[src/rtl/tdm_demux21.sv]
// rtl/tdm_demux21.sv - 2:1 TDM demultiplexer with frame-sync lock, pair output, sync errors and frame count
module tdm_demux21 #(
  parameter int W  = 8,
  parameter int CW = 16
) (
  input  logic          clk,
  input  logic          rst,
  input  logic [W-1:0]  din,
  input  logic          din_valid,
  input  logic          frame_sync,
  output logic [W-1:0]  z0,
  output logic [W-1:0]  z1,
  output logic          pair_valid,
  output logic          sel,
  output logic          locked,
  output logic          sync_err,
  output logic [CW-1:0] frame_cnt
);

  typedef enum logic [1:0] {
    HUNT = 2'd0,
    EXP0 = 2'd1,
    EXP1 = 2'd2
  } state_t;

  state_t       state;
  logic [W-1:0] hold0;

  localparam logic [CW-1:0] CNT_ONE = {{(CW-1){1'b0}}, 1'b1};

  // Frame FSM: captures slot 0, emits the aligned pair on slot 1, flags protocol violations.
  // Pulses default low every cycle; idle cycles leave every other register untouched.
  always_ff @(posedge clk) begin
    if (rst) begin
      state      <= HUNT;
      hold0      <= '0;
      z0         <= '0;
      z1         <= '0;
      pair_valid <= 1'b0;
      sync_err   <= 1'b0;
      frame_cnt  <= '0;
    end else begin
      pair_valid <= 1'b0;
      sync_err   <= 1'b0;
      if (din_valid) begin
        case (state)
          HUNT: begin
            if (frame_sync) begin
              hold0 <= din;
              state <= EXP1;
            end
          end
          EXP0: begin
            if (frame_sync) begin
              hold0 <= din;
              state <= EXP1;
            end else begin
              sync_err <= 1'b1;
              state    <= HUNT;
            end
          end
          EXP1: begin
            if (frame_sync) begin
              // Early sync: the pending slot-0 word is stale, restart the frame on this word.
              sync_err <= 1'b1;
              hold0    <= din;
            end else begin
              z0         <= hold0;
              z1         <= din;
              pair_valid <= 1'b1;
              frame_cnt  <= frame_cnt + CNT_ONE;
              state      <= EXP0;
            end
          end
          default: state <= HUNT;
        endcase
      end
    end
  end

  // Status flags are pure decodes of the state register.
  always_comb begin
    sel    = (state == EXP1);
    locked = (state != HUNT);
  end

endmodule

[config.mk]
export PLATFORM = sky130hd
export DESIGN_NAME = tdm_demux21
export DESIGN_NICKNAME = d
export VERILOG_FILES = /design/src/rtl/tdm_demux21.sv
export SDC_FILE = /design/constraint.sdc
export NUM_CORES = 1
export LEC_CHECK = 0
export CORE_MARGIN = 10
export CORE_UTILIZATION = 30
export DETAILED_ROUTE_END_ITERATION = 8
export GPL_TIMING_DRIVEN = 0
export PLACE_DENSITY = 0.61
export SYNTH_ARGS = -nofsm -noshare
export SYNTH_HDL_FRONTEND = slang
export SYNTH_SLANG_ARGS = --single-unit
export TNS_END_PERCENT = 30
[constraint.sdc]
create_clock -name clk -period 1.6 [get_ports clk]
set_input_delay 0.24 -clock clk [delete_from_list [all_inputs] [get_ports clk]]
set_output_delay 0.24 -clock clk [all_outputs]
set_load 0.005 [all_outputs]
; ---- Yosys cells after proc, flatten, opt, wreduce, memory -nomap -nowiden
; Index checks and enable logic that the tools add are counted.
[word_totals]
regBits = 44
latch_bits = 0
ramBits = 0
mem_bits_ro = 0
out_inout_bits = 36
mem_count = 0
[op_classes]
addsub = 1
multipliers = 0
div = 0
n_lt_le_gt_ge = 0
eq_ne = 4
shift = 0
mux = 7
bitwise = 3
reduce_logical = 8
[ops]
columns = operator, count
row1 = "adder 16 x 1 -> 16 bit, second input constant", 1
row2 = AND reduction 3 bit, 3
row3 = two-way mux 2 bit, 3
row4 = case mux 2 bit (3 select lines), 1
row5 = OR reduction 3 bit, 2
row6 = "!= test 2 bit, second input constant", 2
row7 = NOT 1 bit, 3
row8 = "equality test 2 x 1 -> 1 bit, second input constant", 1
row9 = "equality test 2 bit, second input constant", 1
row10 = zero test 2 bit, 1
row11 = two-way mux 1 bit, 2
row12 = case mux 1 bit (2 select lines), 1
row13 = nonzero test 2 bit, 1
row14 = OR reduction 2 bit, 1

; ---- Depth between registers and ports, before layout
[depth]
depth_word = 3
mapped_depth = 6
mapped_depth_nobuf = 5

; ---- Worst setup path before layout
; No wires, ideal clock.
[synth_timing]
path_kind = register to register
from = reg state[0]
to = reg frame_cnt[13]
t_arrival_ns = 1.612
required_time_ns = 1.530
setup_slack_ns = -0.083
stages_incl_launch_ff = 7
synth_period_minus_slack_ns = 1.683
path_cell_list = dfxtp_1 nand4bb_1 buf_2 or2_1 buf_6 or4_1 a21oi_1
[synth_via]
elab_chain_cells = 2
[synth_lines]
columns = element, line_no
row1 = from (decl), 26  ; state_t state;
row2 = from (signal assigned), 35  ; state <= HUNT;
row3 = from (signal assigned), 50  ; state <= EXP1;
row4 = from (signal assigned), 56  ; state <= EXP1;
row5 = equality test 2 bit, 46  ; case (state)
row6 = AND reduction 3 bit (no line), --
row7 = to (signal assigned), 71  ; frame_cnt <= frame_cnt + CNT_ONE;
row8 = to (decl), 17  ; output logic [CW-1:0] frame_cnt
; Every way passes these cells.
; A chain may end at the register's enable or synchronous reset.

; ---- Worst setup path after layout
[layout_timing]
from = reg state[0]
to = reg frame_cnt[11]
; Same word-level chain as after synthesis.

==> impl_metrics.csv <==
group,metric,value,unit
status,outcome,"complete, but fails checks",
status,violations,"setup timing",
cts,cts.root.buffer_cell,"sky130_fd_sc_hd__clkbuf_8",
floorplan,initial_core_util,0.3107,
global_route,gr-usage-all-layers,0.1001,
synthesis,seq_area_frac_synth,0.5116,
timing,finalSetupViolCount,3,
floorplan,die_height,95.76,microns
timing,layout_worst_path_cycle_share,1.046,
place,portBuffers,46,
timing,worst_slack,-73.12,ps
detailed_routing,iteration_0_drc_count_of_the_detailed_router,29,
setup_path,crit_family,"simple AND/OR/NAND/NOR gates",
hold_path,hp-class,"in2reg",
setup_path,critical_path_buf_inv_count,1,
cells_and_area,layout.area.seq,898.4,sq um
setup_path,critical_path.endpoint_type,"register",
synthesis,largest_family_of_logic_cells_by_synthesized_area,"simple AND/OR/NAND/NOR gates",
synthesis,synth_compound_gate_area_share,0.09520,
detailed_routing,drt.antenna.violating_nets,0,
detailed_routing,avgViaCountPerCell,4.622,
detailed_routing,drt_first_pass_iters,4,
setup_path,crit_chain,"nand4bb_1, buf_6, or2_4, or4_1, a21oi_1",
cts,clk_pin_slew,90,ps
cells_and_area,final_common_cell,"sky130_fd_sc_hd__clkdlybuf4s50_1",
synthesis,instance_count_of_the_mapped_netlist,198,
pwr,power.share.combinational,0.059,
global_route,number_of_global_route_vias_before_repair,1462,
synthesis,synth-adder-area-share,0.007267,
cells_and_area,number_of_fill_cells,573,
cts,post_cts_hold_buffer_count,0,
cts,worstSkewPairLatency,300,ps
pwr,power_frac_seq,0.527,
pwr,total_power_consumption_of_the_routed_design,2.118,mW
cells_and_area,nNetsFinal,271,
floorplan,io-pin-count,48,
synthesis,post_synth_xor_xnor_area,0.04578,
cts,cts_buffers,5,
timing,slew_headroom,0.6058,
synthesis,yosysUniqueCellTypes,35,
setup_path,worstPathArrival,1900,ps
cells_and_area,layout-drive-gt1-share,0.1429,
timing,final.setup.tns,-128.0,ps
detailed_routing,wl_per_cell,13.43,microns
place,hpwl,3116,microns
timing,fin_skew,6.202,ps
pwr,p_sw,0.4801,mW
cells_and_area,layout_common_cells,"sky130_fd_sc_hd__clkdlybuf4s50_1 (42), sky130_fd_sc_hd__nand2_1 (39), sky130_fd_sc_hd__dfxtp_1 (38)",
timing,tightest_slew,589.7,ps
cts,cts_buffer_depth,2,
synthesis,syn-num-nets,211,
cells_and_area,final_util,0.4512,
place,finalWeightedCongestion,0.7486,
job,maxCapViolCount,0,
synthesis,mappedNetlistArea,1722,sq um
timing,timing.final.max_slew_violations,0,
cells_and_area,multi_input_area,800.8,sq um
global_route,global_route_wire_length_before_repair,7141,microns
floorplan,core_box_area,5540,sq um
pwr,leakagePower,0.9037,nW
detailed_routing,wirelength,4444,microns
floorplan,die_width,95.76,microns
cells_and_area,area_growth_syn_to_layout,45.20,%
timing,hold_slack_final,361.1,ps
pwr,power.internal,1.638,mW
global_route,largest_net_degree_at_the_start_of_global_routing,16,
detailed_routing,remaining_drc_errors,0,
cts,cts_tree,"built",
floorplan,site_rows,27,
synthesis,post_synthesis_mux_area_share,0.05305,
cts,cts_sinks,44,
setup_path,critical_path.slowest_cell,"sky130_fd_sc_hd__or4_1",
setup_path,critPathMaxFanout,6,
cells_and_area,antenna-diode-count,0,
place,post-place-cells,316,
timing,finalWorstPathRequiredPeriod,1673,ps
synthesis,yosysWarnings,0,
global_route,overflow,0,
timing,maximum_operating_frequency,597.7,MHz
synthesis,yosys_most_used_dff,"sky130_fd_sc_hd__dfxtp_1",
setup_path,worst-endpoint-required,1830,ps
global_route,antenna_found_initial,0,
timing,grt_setup_unrepaired,"true",
detailed_routing,vias,1530,
synthesis,synth-edff-count,0,
setup_path,startpoint_type,"register",
pwr,power-per-cell-area,847.4,nW/um^2
setup_path,timing.reg2reg.setup_slack,-70,ps
cells_and_area,finalNonFillerCells,331,
cts,h_tree_levels,2,
synthesis,ys_seq_elements,44,
setup_path,timing.setup.critical_path_class,"reg2reg",
floorplan,die_area,9169,sq um
synthesis,post_synth_and_or_nand_nor_area_fraction,0.2493,
synthesis,synth.avg_cell_area,8.695,sq um
pwr,swShare,0.2267,
pwr,vdd.ir_drop.worst,0.5349,mV
pwr,pwr-share-clk,0.414,
setup_path,critical_path.max_stage_delay,520,ps
timing,final_hold_viol_count,0,
synthesis,ys_async_sr_fraction,0,
through the flow:
stage	setup slack, ps	instance area, sq um
2_1_floorplan	-42.44	1725
5_1_grt	-121.8	2500
6_report	-73.12	2500
3_5_place_dp	-692.3	2276
3_3_place_gp	-679.7	2276
4_1_cts	-104.7	2450
registers in the layout (all words and copies together) (netlist names):
signal,count
z0,8
z1,8
hold0,8
pair_valid,1
frame_cnt,16
state,2
sync_err,1
worst paths after layout:
path,end,cells past startpoint,start
setup / recovery,frame_cnt[11],5,state[0]
hold / removal,state[0],2,rst
setup reg to reg,frame_cnt[11],5,state[0]
hold reg to reg,z0[3],2,hold0[3]
layer usage:
layer	vias up	GRT usage	part of all wire
met5	-	0	0
met4	0	0.03317	0.0083
met3	4	0.05058	0.10
met2	37	0.1631	0.46
met1	701	0.1114	0.43
li1	788	-	-
Yosys cell counts, types with 2 or more instances:
library cell / count / area [sq um]
sky130_fd_sc_hd__nand4_1: 2 / 12.51
sky130_fd_sc_hd__or4_1: 3 / 22.52
sky130_fd_sc_hd__nand2_1: 39 / 146.4
sky130_fd_sc_hd__nand3_1: 6 / 30.03
sky130_fd_sc_hd__or3_1: 2 / 12.51
sky130_fd_sc_hd__a21oi_1: 24 / 120.1
sky130_fd_sc_hd__or2_1: 2 / 12.51
sky130_fd_sc_hd__clkbuf_1: 9 / 33.78
sky130_fd_sc_hd__xnor2_1: 6 / 52.55
sky130_fd_sc_hd__xor2_1: 3 / 26.28
sky130_fd_sc_hd__mux2i_1: 8 / 80.08
sky130_fd_sc_hd__inv_1: 3 / 11.26
sky130_fd_sc_hd__nand2b_1: 2 / 12.51
sky130_fd_sc_hd__dfxtp_1: 44 / 880.8
sky130_fd_sc_hd__nor3_1: 3 / 15.01
sky130_fd_sc_hd__o31ai_1: 3 / 22.52
sky130_fd_sc_hd__nor2_1: 21 / 78.83
power by group through the flow:
stage / clock, mW / sequential [mW] / combinational, mW
finish: 0.878 / 1.12 / 0.125
floorplan: 0 / 1.15 / 0.0587
global placement: 0 / 1.15 / 0.124
global route: 0.949 / 1.12 / 0.137
detailed placement: 0 / 1.15 / 0.125
CTS: 0.899 / 1.12 / 0.126
cell families (layout without fill, tap and decap cells):
family                     Yosys count  after routing
xor gates and xnor gates             9              9
adders and majority gates            1              1
AOI/OAI and AO/OA                   30             30
muxes                                9              9
and+or+nand+nor                     90             90
DFF                                 44             44
buffers and inverters               15             76
repair_timing:
item                                    in CTS  in global routing
gates resized for setup                     12                 15
buffers inserted                             7                  3
hold endpoints to repair                     0                  0
endpoints found under the setup margin      22                 24
pin swaps                                   10                  9
final cells by class:
class                           instances  area share
Multi-Input combinational cell        139      0.3203
Clock inverter                          3     0.01852
Clock buffer                            5     0.02753
Inverter                                3    0.004505
Sequential cell                        44      0.3594
Timing Repair Buffer                   56      0.2122
Tap cell                               72     0.03604
Buffer                                  9     0.02152
Power figures use the tool's default switching activity.
